File: config.mk
export PLATFORM = sky130hd
export DESIGN_NAME = clock_domain_ctrl
export DESIGN_NICKNAME = d
export VERILOG_FILES = /design/src/rtl/clock_domain_pkg.sv /design/src/rtl/clock_domain_strobe.sv /design/src/rtl/clock_domain_ctrl.sv
export SDC_FILE = /design/constraint.sdc
export NUM_CORES = 1
export LEC_CHECK = 0
export CAP_MARGIN = 10
export CELL_PAD_IN_SITES_DETAIL_PLACEMENT = 1
export CELL_PAD_IN_SITES_GLOBAL_PLACEMENT = 2
export CORE_MARGIN = 8
export CORE_UTILIZATION = 33
export CTS_CLUSTER_SIZE = 40
export DETAILED_ROUTE_END_ITERATION = 7
export PLACE_DENSITY_LB_ADDON = 0.3
export SYNTH_ARGS = -nofsm -noshare
export SYNTH_HDL_FRONTEND = slang
export SYNTH_HIERARCHICAL = 1
export SYNTH_SLANG_ARGS = --single-unit
File: constraint.sdc
create_clock -name clk_i -period 3.35 [get_ports clk_i]
set_input_delay 0.67 -clock clk_i [delete_from_list [all_inputs] [get_ports clk_i]]
set_output_delay 0.67 -clock clk_i [all_outputs]
set_load 0.005 [all_outputs]
File: src/rtl/clock_domain_pkg.sv
`default_nettype none
// +--------------------------------------------------------------------+
// | Module   : clock_domain_pkg                                        |
// | Purpose  : Shared state encoding, defaults and field helper for    |
// |            the clock-domain run-control block.                     |
// | Revision : 1.0                                                     |
// +--------------------------------------------------------------------+
package clock_domain_pkg;

  typedef enum logic [1:0] {
    ST_IDLE  = 2'd0,
    ST_RESET = 2'd1,
    ST_WARM  = 2'd2,
    ST_RUN   = 2'd3
  } state_e;

  localparam int unsigned CNT_W_DEF      = 32;
  localparam int unsigned RST_CYC_DEF    = 1;
  localparam int unsigned EN_DLY_DEF     = 1;
  localparam int unsigned N_CH_DEF       = 2;
  localparam int unsigned DIV_W_DEF      = 8;
  localparam int unsigned AUTO_START_DEF = 1;

  // Channel fields are at most FIELD_MAX_W bits; the packed bus at most BUS_MAX_W.
  localparam int unsigned FIELD_MAX_W = 32;
  localparam int unsigned BUS_MAX_W   = 256;

  function automatic logic [FIELD_MAX_W-1:0] ch_field(
    input logic [BUS_MAX_W-1:0] bus,
    input int unsigned          ch,
    input int unsigned          w
  );
    logic [FIELD_MAX_W-1:0] mask;
    mask = (w >= FIELD_MAX_W) ? '1 : ((FIELD_MAX_W'(1) << w) - FIELD_MAX_W'(1));
    return FIELD_MAX_W'(bus >> (ch * w)) & mask;
  endfunction

endpackage
`default_nettype wire

File: src/rtl/clock_domain_strobe.sv
`default_nettype none
// +--------------------------------------------------------------------+
// | Module   : clock_domain_strobe                                     |
// | Purpose  : One divided tick channel: captures divide/phase, clamps |
// |            phase to divide, counts down during RUN.                |
// | Revision : 1.0                                                     |
// +--------------------------------------------------------------------+
module clock_domain_strobe #(
  parameter int unsigned DIV_W = 8
) (
  input  logic             clk_i,
  input  logic             rst_i,
  input  logic             capture_i,
  input  logic             load_i,
  input  logic             run_i,
  input  logic [DIV_W-1:0] div_i,
  input  logic [DIV_W-1:0] phs_i,
  output logic             stb_o
);

  logic [DIV_W-1:0] div_q, div_d;
  logic [DIV_W-1:0] phs_q, phs_d;
  logic [DIV_W-1:0] cnt_q, cnt_d;
  logic             stb_q, stb_d;

  // cnt_q holds the countdown value for the following RUN cycle, so the
  // strobe can be registered while still firing on the cycle c_i==0.
  always_comb begin
    div_d = div_q;
    phs_d = phs_q;
    cnt_d = cnt_q;
    stb_d = 1'b0;
    if (capture_i) begin
      div_d = div_i;
      phs_d = (phs_i > div_i) ? div_i : phs_i;
    end
    if (load_i) begin
      stb_d = (phs_q == '0);
      cnt_d = (phs_q == '0) ? div_q : phs_q - DIV_W'(1);
    end else if (run_i) begin
      stb_d = (cnt_q == '0);
      cnt_d = (cnt_q == '0) ? div_q : cnt_q - DIV_W'(1);
    end
  end

  always_ff @(posedge clk_i) begin
    if (rst_i) begin
      div_q <= '0;
      phs_q <= '0;
      cnt_q <= '0;
      stb_q <= 1'b0;
    end else begin
      div_q <= div_d;
      phs_q <= phs_d;
      cnt_q <= cnt_d;
      stb_q <= stb_d;
    end
  end

  assign stb_o = stb_q;

endmodule
`default_nettype wire

File: src/rtl/clock_domain_ctrl.sv
`default_nettype none
// +--------------------------------------------------------------------+
// | Module   : clock_domain_ctrl                                       |
// | Purpose  : Run control for one clock domain: local reset pulse,    |
// |            delayed enable, run-cycle counter and N_CH tick strobes.|
// |            Macro CLKDOM_CNT_SAT_EN: counter saturates, OVF active. |
// | Revision : 1.0                                                     |
// +--------------------------------------------------------------------+
module clock_domain_ctrl
  import clock_domain_pkg::*;
#(
  parameter int unsigned CNT_W      = CNT_W_DEF,
  parameter int unsigned RST_CYC    = RST_CYC_DEF,
  parameter int unsigned EN_DLY     = EN_DLY_DEF,
  parameter int unsigned N_CH       = N_CH_DEF,
  parameter int unsigned DIV_W      = DIV_W_DEF,
  parameter int unsigned AUTO_START = AUTO_START_DEF
) (
  input  logic                  clk_i,
  input  logic                  rst_i,
  input  logic                  start_i,
  input  logic                  stop_i,
  input  logic [N_CH*DIV_W-1:0] div_i,
  input  logic [N_CH*DIV_W-1:0] phs_i,
  output logic                  lrst_o,
  output logic                  en_o,
  output logic [CNT_W-1:0]      cnt_o,
  output logic [N_CH-1:0]       stb_o,
  output logic                  busy_o,
  output logic                  ovf_o
);

  localparam int unsigned TMR_MAX = (RST_CYC > EN_DLY) ? RST_CYC : EN_DLY;
  localparam int unsigned TMR_W   = $clog2(TMR_MAX + 1) + 1;
  localparam int unsigned RST_LD  = (RST_CYC > 0) ? RST_CYC - 1 : 0;
  localparam int unsigned WARM_LD = (EN_DLY > 0) ? EN_DLY - 1 : 0;

  state_e           state_q, state_d;
  logic [TMR_W-1:0] tmr_q, tmr_d;
  logic             first_q;
  logic             lrst_q, en_q, busy_q;
  logic [CNT_W-1:0] cnt_q, cnt_d;
  logic             w_capture, w_load, w_run;

  always_comb begin
    state_d = state_q;
    tmr_d   = tmr_q;
    case (state_q)
      ST_IDLE: begin
        if (start_i || ((AUTO_START != 0) && first_q)) begin
          state_d = ST_RESET;
          tmr_d   = TMR_W'(RST_LD);
        end
      end
      ST_RESET: begin
        if (stop_i) begin
          state_d = ST_IDLE;
        end else if (tmr_q == '0) begin
          if (EN_DLY == 0) begin
            state_d = ST_RUN;
          end else begin
            state_d = ST_WARM;
            tmr_d   = TMR_W'(WARM_LD);
          end
        end else begin
          tmr_d = tmr_q - TMR_W'(1);
        end
      end
      ST_WARM: begin
        if (stop_i) begin
          state_d = ST_IDLE;
        end else if (tmr_q == '0) begin
          state_d = ST_RUN;
        end else begin
          tmr_d = tmr_q - TMR_W'(1);
        end
      end
      ST_RUN: begin
        if (stop_i) state_d = ST_IDLE;
      end
      default: state_d = ST_IDLE;
    endcase
  end

  assign w_capture = (state_q == ST_IDLE) && (state_d == ST_RESET);
  assign w_load    = (state_q != ST_RUN) && (state_d == ST_RUN);
  assign w_run     = (state_q == ST_RUN) && (state_d == ST_RUN);

  always_comb begin
    cnt_d = cnt_q;
    if (w_load) begin
      cnt_d = '0;
    end else if (w_run) begin
`ifdef CLKDOM_CNT_SAT_EN
      if (cnt_q != '1) cnt_d = cnt_q + CNT_W'(1);
`else
      cnt_d = cnt_q + CNT_W'(1);
`endif
    end
  end

  // Outputs are registered from the next state so they line up with it.
  always_ff @(posedge clk_i) begin
    if (rst_i) begin
      state_q <= ST_IDLE;
      tmr_q   <= '0;
      first_q <= 1'b1;
      lrst_q  <= 1'b0;
      en_q    <= 1'b0;
      busy_q  <= 1'b0;
      cnt_q   <= '0;
    end else begin
      state_q <= state_d;
      tmr_q   <= tmr_d;
      first_q <= 1'b0;
      lrst_q  <= (state_d == ST_RESET);
      en_q    <= (state_d == ST_RUN);
      busy_q  <= (state_d != ST_IDLE);
      cnt_q   <= cnt_d;
    end
  end

`ifdef CLKDOM_CNT_SAT_EN
  logic ovf_q, ovf_d;

  always_comb begin
    ovf_d = ovf_q;
    if (w_load) begin
      ovf_d = 1'b0;
    end else if (w_run && (cnt_d == '1)) begin
      ovf_d = 1'b1;
    end
  end

  always_ff @(posedge clk_i) begin
    if (rst_i) ovf_q <= 1'b0;
    else       ovf_q <= ovf_d;
  end

  assign ovf_o = ovf_q;
`else
  assign ovf_o = 1'b0;
`endif

  logic [BUS_MAX_W-1:0] w_div_bus, w_phs_bus;
  assign w_div_bus = BUS_MAX_W'(div_i);
  assign w_phs_bus = BUS_MAX_W'(phs_i);

  for (genvar gi = 0; gi < N_CH; gi++) begin : g_ch
    logic [DIV_W-1:0] w_div, w_phs;
    assign w_div = DIV_W'(ch_field(w_div_bus, gi, DIV_W));
    assign w_phs = DIV_W'(ch_field(w_phs_bus, gi, DIV_W));

    clock_domain_strobe #(
      .DIV_W(DIV_W)
    ) u_strobe (
      .clk_i    (clk_i),
      .rst_i    (rst_i),
      .capture_i(w_capture),
      .load_i   (w_load),
      .run_i    (w_run),
      .div_i    (w_div),
      .phs_i    (w_phs),
      .stb_o    (stb_o[gi])
    );
  end

  assign lrst_o = lrst_q;
  assign en_o   = en_q;
  assign busy_o = busy_q;
  assign cnt_o  = cnt_q;

endmodule
`default_nettype wire

==> qor.txt, run 1 <==
Multi-input gate area = 3610 um2
Worst Skew = 0.00973 ns
Clock Latency Late Sink = 0.35 ns
H-Tree Depth = 3
worst-path maximum fanout = 12
commonest non-fill, non-tap cell in the layout = dfxtp_1
Final Critical Period = 2.98 ns
CTS buffer count = 9
io pins = 74
Hold Path Class = flip-flop to flip-flop
CP max-delay cell = nor2b_1
final hold slack = 0.478 ns
largest net degree at the start of global routing = 56
P per Cell Area = 401 nW/um2
Bufs on Longest Clock Path = 2
Routed Antenna Nets = 0
arrival time at the worst endpoint = 3.25 ns
drc violations = 0
Rel. slew slack = 24.2%
setup repair bufs after CTS = 0
area growth from synthesis to layout = 22.8%
initial antenna violation count = 0
Mapped Cells = 707
Final nets = 842
outcome = finished clean
flops & latches, synth = 90
setup violators final = 0
Slew @ Worst Pin = 1.14 ns
Rows = 48
FILL cells = 2,083
Register Area = 1800 um2
FF-to-FF Start = state_q[0]
Critical Path Source Type = flip-flop
Placer Congestion = 0.812
Synth warnings = 6
Total GRT Usage = 16.5%
ratio of cells with drive above 1 in the final layout = 7.85%
Worst path max stage delay = 0.59 ns
DR iter-0 viols = 216
Initial DRT Pass Iterations = 4
first-pass GRT wire length = 30,000 um
Max Cap Viol = 0
RSZ-0062 raised after global routing = no
sequential area share after synthesis = 31.7%
number of diodes = 0
Die Span X = 147 um
final WL = 17,500 um
die area = 21,700 um2
post-DP HPWL = 13,100 um
Syn Area/Cell = 8.05 um2
GRT Residual Overflow = 0
critical path type = flip-flop to flip-flop
Distinct cells, synth = 65
final hold vios = 0
PostCTS Resize Cnt = 0
Peak VDD IR = 245 uV
most frequent cells in the layout = dfxtp_1 (90), clkdlybuf4s50_1 (71), nor2_1 (66)
Top FF cell, synth = dfxtp_1
hold_sp = tmr_q[0]
Worst EP required = 3.62 ns
met2 WL post-DR = 8410 um
Synth Cell Area = 5690 um2
metal1 wirelength = 8360 um
number of enable flip-flop cells after synthesis = 0
fin crit share = 88.9%
Vias/cell = 5.52
Reg clk slew, reported paths = 0.07 ns
met3 WL = 474 um
clk sinks = 90
CP endpoint kind = flip-flop
Core ar. = 17,100 um2
IO Port Bufs = 72
Achievable Freq = 0.336 GHz
Die Height = 147 um
Slew Viols, Final = 0
asr flop ratio synth = 0%
CTS tree = done
hold_buf cts = 0
CP Cell Sequence = inv_1 -> ha_1 -> o21ai_1 -> a2111oi_4 -> o221ai_2 -> inv_1 -> nor2b_1 -> o21a_1 -> o21ai_1 -> a31oi_1
uppermost layer routed = met4
vias in the first global route = 5,936
CP Launch Point = state_q[0]
Initial Util = 33.4%
Leak = 0.00251 uW
Via Count = 5,534
Syn Nets = 777
post-route setup TNS = 0 ns
root buffer cell = clkbuf_16
DR WL/cell = 17.5 um
[sequential cells by signal, summed over array words and instances (netlist names)]
| name | count |
|---|---|
| busy_o | 1 |
| cnt_o | 32 |
| en_o | 1 |
| first_q | 1 |
| g_ch.u_strobe/cnt_q | 16 |
| g_ch.u_strobe/div_q | 16 |
| g_ch.u_strobe/phs_q | 16 |
| g_ch.u_strobe/stb_o | 2 |
| lrst_o | 1 |
| state_q | 2 |
| tmr_q | 2 |
[worst paths after layout]
kind / end / slack [ns] / depth (start not counted)
worst max register to register: g_ch[0].u_strobe/cnt_q[5] / 0.37 / 10
worst min-delay path: tmr_q[0] / 0.48 / 2
worst max-delay path: g_ch[0].u_strobe/cnt_q[5] / 0.37 / 10
worst min register to register: tmr_q[0] / 0.48 / 2
[synth_stat cells (4+ instances only)]
master      n  area (um2)
a22oi_1     4        30.0
nor2_1     68         255
mux2i_1    24         240
nand4_1    13        81.3
ha_1       34         425
a32oi_1     4        35.0
nor3_1     15        75.1
and2_1      4        25.0
nand2b_1    4        25.0
o2bb2ai_1   4        35.0
o211ai_1    5        37.5
a221oi_2    4        60.1
xor2_1      6        52.6
or3_1      17         106
or4_1      12        90.1
o21ai_0    33         165
a21o_1      4        30.0
clkbuf_1   27         101
a21oi_1    51         255
a311oi_1   16         140
nor2b_1     9        56.3
or3b_2      4        35.0
dfxtp_1    90        1800
nand2_1    41         154
o21ai_1    37         185
xnor2_1     8        70.1
nand3_1    33         165
or3b_1      5        43.8
a31oi_1    11        68.8
inv_1      36         135
nor3b_1     6        45.0
a211oi_1   11        82.6
and3_1      6        37.5
[logic make-up after synthesis]
family / Yosys count / share of synthesized area [%]
AOI/OAI and AO/OA: 210 / 24.1
xor gates and xnor gates: 14 / 2.15
adders and majority gates: 34 / 7.48
buffers and inverters: 73 / 5.21
DFF: 90 / 31.7
muxes: 26 / 4.62
other: 1 / 0.0659
and+or+nand+nor: 259 / 24.7
[power breakdown]
group	switching [uW]	internal, uW
combinational	330	256
clock	433	596
sequential	65.5	1120
total	828	1980
[layout make-up]
type                       count  share of cell area [%]
clock buffer                  11                    3.47
clock inverter                 5                   0.770
inverter                      38                    2.04
multi-input combinational    544                    51.6
sequential                    90                    25.8
tap                          225                    4.03
timing repair buffer          89                    12.2
[worst max-delay path, delay by kind of cell (launching register included)]
family                     cells  cell delay [ns]
buffers and inverters          2             0.45
DFF                            1             0.35
adders and majority gates      1             0.31
and+or+nand+nor                1             0.59
AOI/OAI and AO/OA              6             1.20
[stage by stage]
step | util [%] | area (um2) | worst slack [ns] | cells | total power (uW)
after floorplan | - | 5690 | 0.507 | 707 | 1610
after global placement | 39.2 | 6690 | 0.305 | 986 | 1780
after detailed placement | 39.2 | 6690 | 0.149 | 986 | 1800
after CTS | 41.0 | 6990 | 0.340 | 1002 | 2840
after global routing | 41.0 | 6990 | 0.0901 | 1002 | 2960
final | 41.0 | 6990 | 0.370 | 1002 | 2800
[layer usage]
| metal | vias up | global-route usage, % |
|---|---|---|
| li1 | 2747 | - |
| met2 | 74 | 28.8 |
| met3 | 17 | 2.80 |
| met1 | 2696 | 20.0 |
| met5 | - | 0 |
| met4 | 0 | 5.97 |
Note: power is estimated with default switching activity, not from simulation.
==> run 2, diff against run 1 <==
--- a/config.mk
+++ b/config.mk
@@ -5,10 +5,10 @@
 export SDC_FILE = /design/constraint.sdc
 export NUM_CORES = 1
 export LEC_CHECK = 0
+export ABC_CLOCK_PERIOD_IN_PS = 3350
 export CAP_MARGIN = 10
 export CELL_PAD_IN_SITES_DETAIL_PLACEMENT = 1
 export CELL_PAD_IN_SITES_GLOBAL_PLACEMENT = 2
-export CORE_MARGIN = 8
 export CORE_UTILIZATION = 33
 export CTS_CLUSTER_SIZE = 40
 export DETAILED_ROUTE_END_ITERATION = 7
==> qor.txt, run 2 (synthesis results as in run 1) <==
RSZ-0062 raised after global routing = no
arrival time at the worst endpoint = 3.26 ns
Worst path max stage delay = 0.56 ns
DR WL/cell = 16.8 um
final hold vios = 0
Clock Latency Late Sink = 0.35 ns
Routed Antenna Nets = 0
CP Launch Point = state_q[0]
Register Area = 1800 um2
GRT Residual Overflow = 0
drc violations = 0
Rel. slew slack = 47.3%
Peak VDD IR = 322 uV
Rows = 47
hold_sp = tmr_q[0]
Multi-input gate area = 3610 um2
clk sinks = 90
Vias/cell = 5.49
Worst EP required = 3.63 ns
outcome = finished clean
ratio of cells with drive above 1 in the final layout = 7.50%
number of diodes = 0
Hold Path Class = flip-flop to flip-flop
IO Port Bufs = 72
Final nets = 838
WP buf/inv = 2
Via Count = 5,455
die area = 17,800 um2
vias in the first global route = 5,603
Largest register FFs = 32
post-route setup TNS = 0 ns
post-DP HPWL = 12,200 um
CP endpoint kind = flip-flop
CP max-delay cell = nor2b_1
root buffer cell = clkbuf_16
Final Critical Period = 2.98 ns
Core ar. = 16,700 um2
Worst Skew = 0.0118 ns
initial antenna violation count = 0
io pins = 74
critical path type = flip-flop to flip-flop
Reg2Reg Depth = 10
largest net degree at the start of global routing = 49
CTS buffer count = 9
DR iter-0 viols = 246
Leak = 0.00248 uW
Die Height = 133 um
Initial Util = 34.1%
fin crit share = 89.0%
Max Cap Viol = 0
Bufs on Longest Clock Path = 2
Placed Cells = 977
Placer Congestion = 0.825
hold path depth = 2
Slew @ Worst Pin = 0.789 ns
worst-path maximum fanout = 12
non-filler cells, final = 993
hold_buf cts = 0
PostCTS Resize Cnt = 0
setup violators final = 0
CTS tree = done
Total GRT Usage = 19.4%
FF-to-FF Start = state_q[0]
most frequent cells in the layout = dfxtp_1 (90), clkdlybuf4s50_1 (71), nor2_1 (66)
Critical Path Source Type = flip-flop
commonest non-fill, non-tap cell in the layout = dfxtp_1
CP Cell Sequence = inv_1 -> ha_1 -> o21ai_1 -> a2111oi_4 -> o221ai_2 -> inv_1 -> nor2b_1 -> o21a_1 -> o21ai_1 -> a31oi_1
final hold slack = 0.478 ns
Die Span X = 133 um
first-pass GRT wire length = 28,100 um
FILL cells = 2,015
P per Cell Area = 396 nW/um2
Crit path max-delay family = compound AO/OA/AOI/OAI gates
H-Tree Depth = 3
area growth from synthesis to layout = 22.4%
critical path depth = 10
Achievable Freq = 0.335 GHz
setup repair bufs after CTS = 0
Reg clk slew, reported paths = 0.07 ns
Initial DRT Pass Iterations = 4
final WL = 16,600 um
Slew Viols, Final = 0
run 2: report_power, final:
part	internal (uW)	leakage (uW)	switching, uW	total (uW)
Combinational	257	0.00161	328	584
Clock	530	0.000132	457	987
Sequential	1120	0.000733	66.3	1190
run 2: per-layer routing:
metal | GRT usage [%] | vias to the layer above | wire [um]
met3 | 4.15 | 16 | 566
met1 | 24.3 | 2610 | 7910
met5 | 0 | - | 0
li1 | - | 2737 | -
met2 | 33.4 | 92 | 7960
met4 | 5.56 | 0 | 197
run 2: path summary, 6_finish.rpt:
check	end	slack, ns
min reg2reg	tmr_q[0]	0.48
max	g_ch[0].u_strobe/cnt_q[5]	0.37
max reg2reg	g_ch[0].u_strobe/cnt_q[5]	0.37
min	tmr_q[0]	0.48
run 2: layout make-up:
class,count,area share (%)
timing repair buffer,85,12.2
clock inverter,6,0.700
inverter,38,2.05
multi-input combinational,544,51.8
sequential,90,25.9
tap,220,3.95
clock buffer,10,3.43
run 2: worst register-to-register path: cells and delay by family (launching register included):
family                   cells  cell delay, ns
AO/OA/AOI/OAI                6            1.21
AND/OR/NAND/NOR              1            0.57
buffers and inverters        2            0.46
flip-flops                   1            0.35
adder cells (fa/ha/maj)      1            0.32
run 2: through the flow:
| step | power (uW) | instance area, um2 | utilization (%) | setup WS, ns |
|---|---|---|---|---|
| floorplan | 1610 | 5690 | - | 0.507 |
| global placement | 1780 | 6680 | 40.0 | 0.268 |
| detailed placement | 1800 | 6680 | 40.0 | 0.163 |
| CTS | 2810 | 6970 | 41.7 | 0.371 |
| global route | 2930 | 6970 | 41.7 | 0.129 |
| finish | 2760 | 6970 | 41.7 | 0.367 |
==> run 3, diff against run 2 <==
--- a/config.mk
+++ b/config.mk
@@ -7,11 +7,10 @@
 export LEC_CHECK = 0
 export ABC_CLOCK_PERIOD_IN_PS = 3350
 export CAP_MARGIN = 10
-export CELL_PAD_IN_SITES_DETAIL_PLACEMENT = 1
-export CELL_PAD_IN_SITES_GLOBAL_PLACEMENT = 2
-export CORE_UTILIZATION = 33
+export CORE_UTILIZATION = 30
 export CTS_CLUSTER_SIZE = 40
 export DETAILED_ROUTE_END_ITERATION = 7
+export GPL_TIMING_DRIVEN = 0
 export PLACE_DENSITY_LB_ADDON = 0.3
 export SYNTH_ARGS = -nofsm -noshare
 export SYNTH_HDL_FRONTEND = slang
==> qor.txt, run 3 (synthesis results as in run 1) <==
area growth from synthesis to layout = 24.1%
Initial Util = 30.5%
Achievable Freq = 0.317 GHz
CTS buffer count = 9
Peak VDD IR = 238 uV
CP dominant cell by count = a211oi_1
outcome = finished clean
Initial DRT Pass Iterations = 5
DR iter-0 viols = 319
post-route setup TNS = 0 ns
Via Count = 5,570
commonest non-fill, non-tap cell in the layout = dfxtp_1
Die Span X = 140 um
met2 WL post-DR = 7080 um
Routed Antenna Nets = 0
CP Cell Sequence = inv_1 -> ha_1 -> o21ai_1 -> a2111oi_4 -> o221ai_2 -> clkbuf_2 -> inv_2 -> nand3b_1 -> or3_1 -> a211oi_1 -> a211oi_1
final WL = 15,600 um
ratio of cells with drive above 1 in the final layout = 7.41%
FILL cells = 1,947
setup violators final = 0
post-DP HPWL = 11,600 um
Core ar. = 18,600 um2
Setup WS post-layout = 0.199 ns
number of diodes = 0
Rel. slew slack = 32.9%
Bufs on Longest Clock Path = 2
metal1 wirelength = 7550 um
H-Tree Depth = 3
CP max-delay cell = a2111oi_4
Worst EP required = 3.56 ns
clk sinks = 90
die area = 19,500 um2
io pins = 74
root buffer cell = clkbuf_16
uppermost layer routed = met4
Post-Place Setup Slack = -0.628 ns
fin crit share = 94.1%
final hold vios = 0
Critical Path Source Type = flip-flop
Clock Latency Late Sink = 0.35 ns
Max Cap Viol = 0
Vias/cell = 5.41
Final Critical Period = 3.15 ns
Crit path max-delay family = compound AO/OA/AOI/OAI gates
WP buf/inv = 3
largest net degree at the start of global routing = 17
P per Cell Area = 408 nW/um2
initial antenna violation count = 0
CP endpoint kind = flip-flop
Slew @ Worst Pin = 0.999 ns
GRT Residual Overflow = 0
Leak = 0.00250 uW
Slew Viols, Final = 0
Final nets = 861
Placer Congestion = 0.869
Multi-input gate area = 3610 um2
arrival time at the worst endpoint = 3.36 ns
worst-path maximum fanout = 12
final hold slack = 0.490 ns
most frequent cells in the layout = dfxtp_1 (90), clkdlybuf4s50_1 (72), nor2_1 (67)
Worst Skew = 0.00928 ns
Largest register FFs = 32
Reg clk slew, reported paths = 0.07 ns
Worst path max stage delay = 0.49 ns
CTS tree = done
first-pass GRT wire length = 26,500 um
Layout Utilization = 37.9%
setup repair bufs after CTS = 0
Hold Path Class = flip-flop to flip-flop
IO Port Bufs = 72
DR WL/cell = 15.1 um
drc violations = 0
Die Height = 140 um
met3 WL = 650 um
Rows = 50
critical path type = flip-flop to flip-flop
Register Area = 1800 um2
vias in the first global route = 5,360
Total GRT Usage = 16.5%
[run 3: changes by cell type in the layout (fill, tap and decap cells not counted), sizes merged]
| cell | previous run | this run |
|---|---|---|
| buf | 14 | 10 |
| bufinv | 0 | 2 |
| clkbuf | 10 | 35 |
| inv | 40 | 39 |
| clkdlybuf4s50 | 71 | 72 |
[run 3: worst reg2reg max path, stage by stage, from the launching register on]
cell and delay, ns:
dfxtp_1 0.36, inv_1 0.17, ha_1 0.32, o21ai_1 0.15, a2111oi_4 0.49, o221ai_2 0.20, clkbuf_2 0.26, inv_2 0.23
nand3b_1 0.13, or3_1 0.33, a211oi_1 0.30, a211oi_1 0.08
[run 3: final cells by class]
type	count	area share [%]
buffer	35	2.30
clock buffer	9	3.19
clock inverter	7	1.45
inverter	38	2.02
multi-input combinational	544	51.1
sequential	90	25.5
tap	234	4.14
timing repair buffer	73	10.3
[run 3: power breakdown]
part	internal, uW	switching, uW	total [uW]
clock	660	460	1120
sequential	1120	65.9	1190
combinational	255	320	575
total	2040	846	2880
[run 3: per-stage QoR]
stage	power, uW	std cells	area (um2)
after floorplan	1610	707	5690
after global placement	1780	1013	6700
after detailed placement	1780	1013	6700
after CTS	2910	1029	7050
after global routing	3030	1030	7060
final	2880	1030	7060
[run 3: worst paths after layout]
check             startpoint                        end  slack, ns  cells after the start
setup / recovery  state_q[0]  g_ch[0].u_strobe/cnt_q[7]       0.20                     11
hold / removal      tmr_q[0]                   tmr_q[0]       0.49                      2
setup reg to reg  state_q[0]  g_ch[0].u_strobe/cnt_q[7]       0.20                     11
hold reg to reg     tmr_q[0]                   tmr_q[0]       0.49                      2
[run 3: layer usage]
layer / global-route usage (%) / vias up
li1: - / 2786
met1: 22.2 / 2609
met2: 26.4 / 152
met3: 2.99 / 23
met4: 5.67 / 0
met5: 0 / -
[run 3: repair_timing]
action | in CTS | in global routing
setup endpoints to repair | 18 | 40
resized for setup | 3 | 17
hold buffers | 0 | 0
endpoints found under the hold margin | 0 | 0
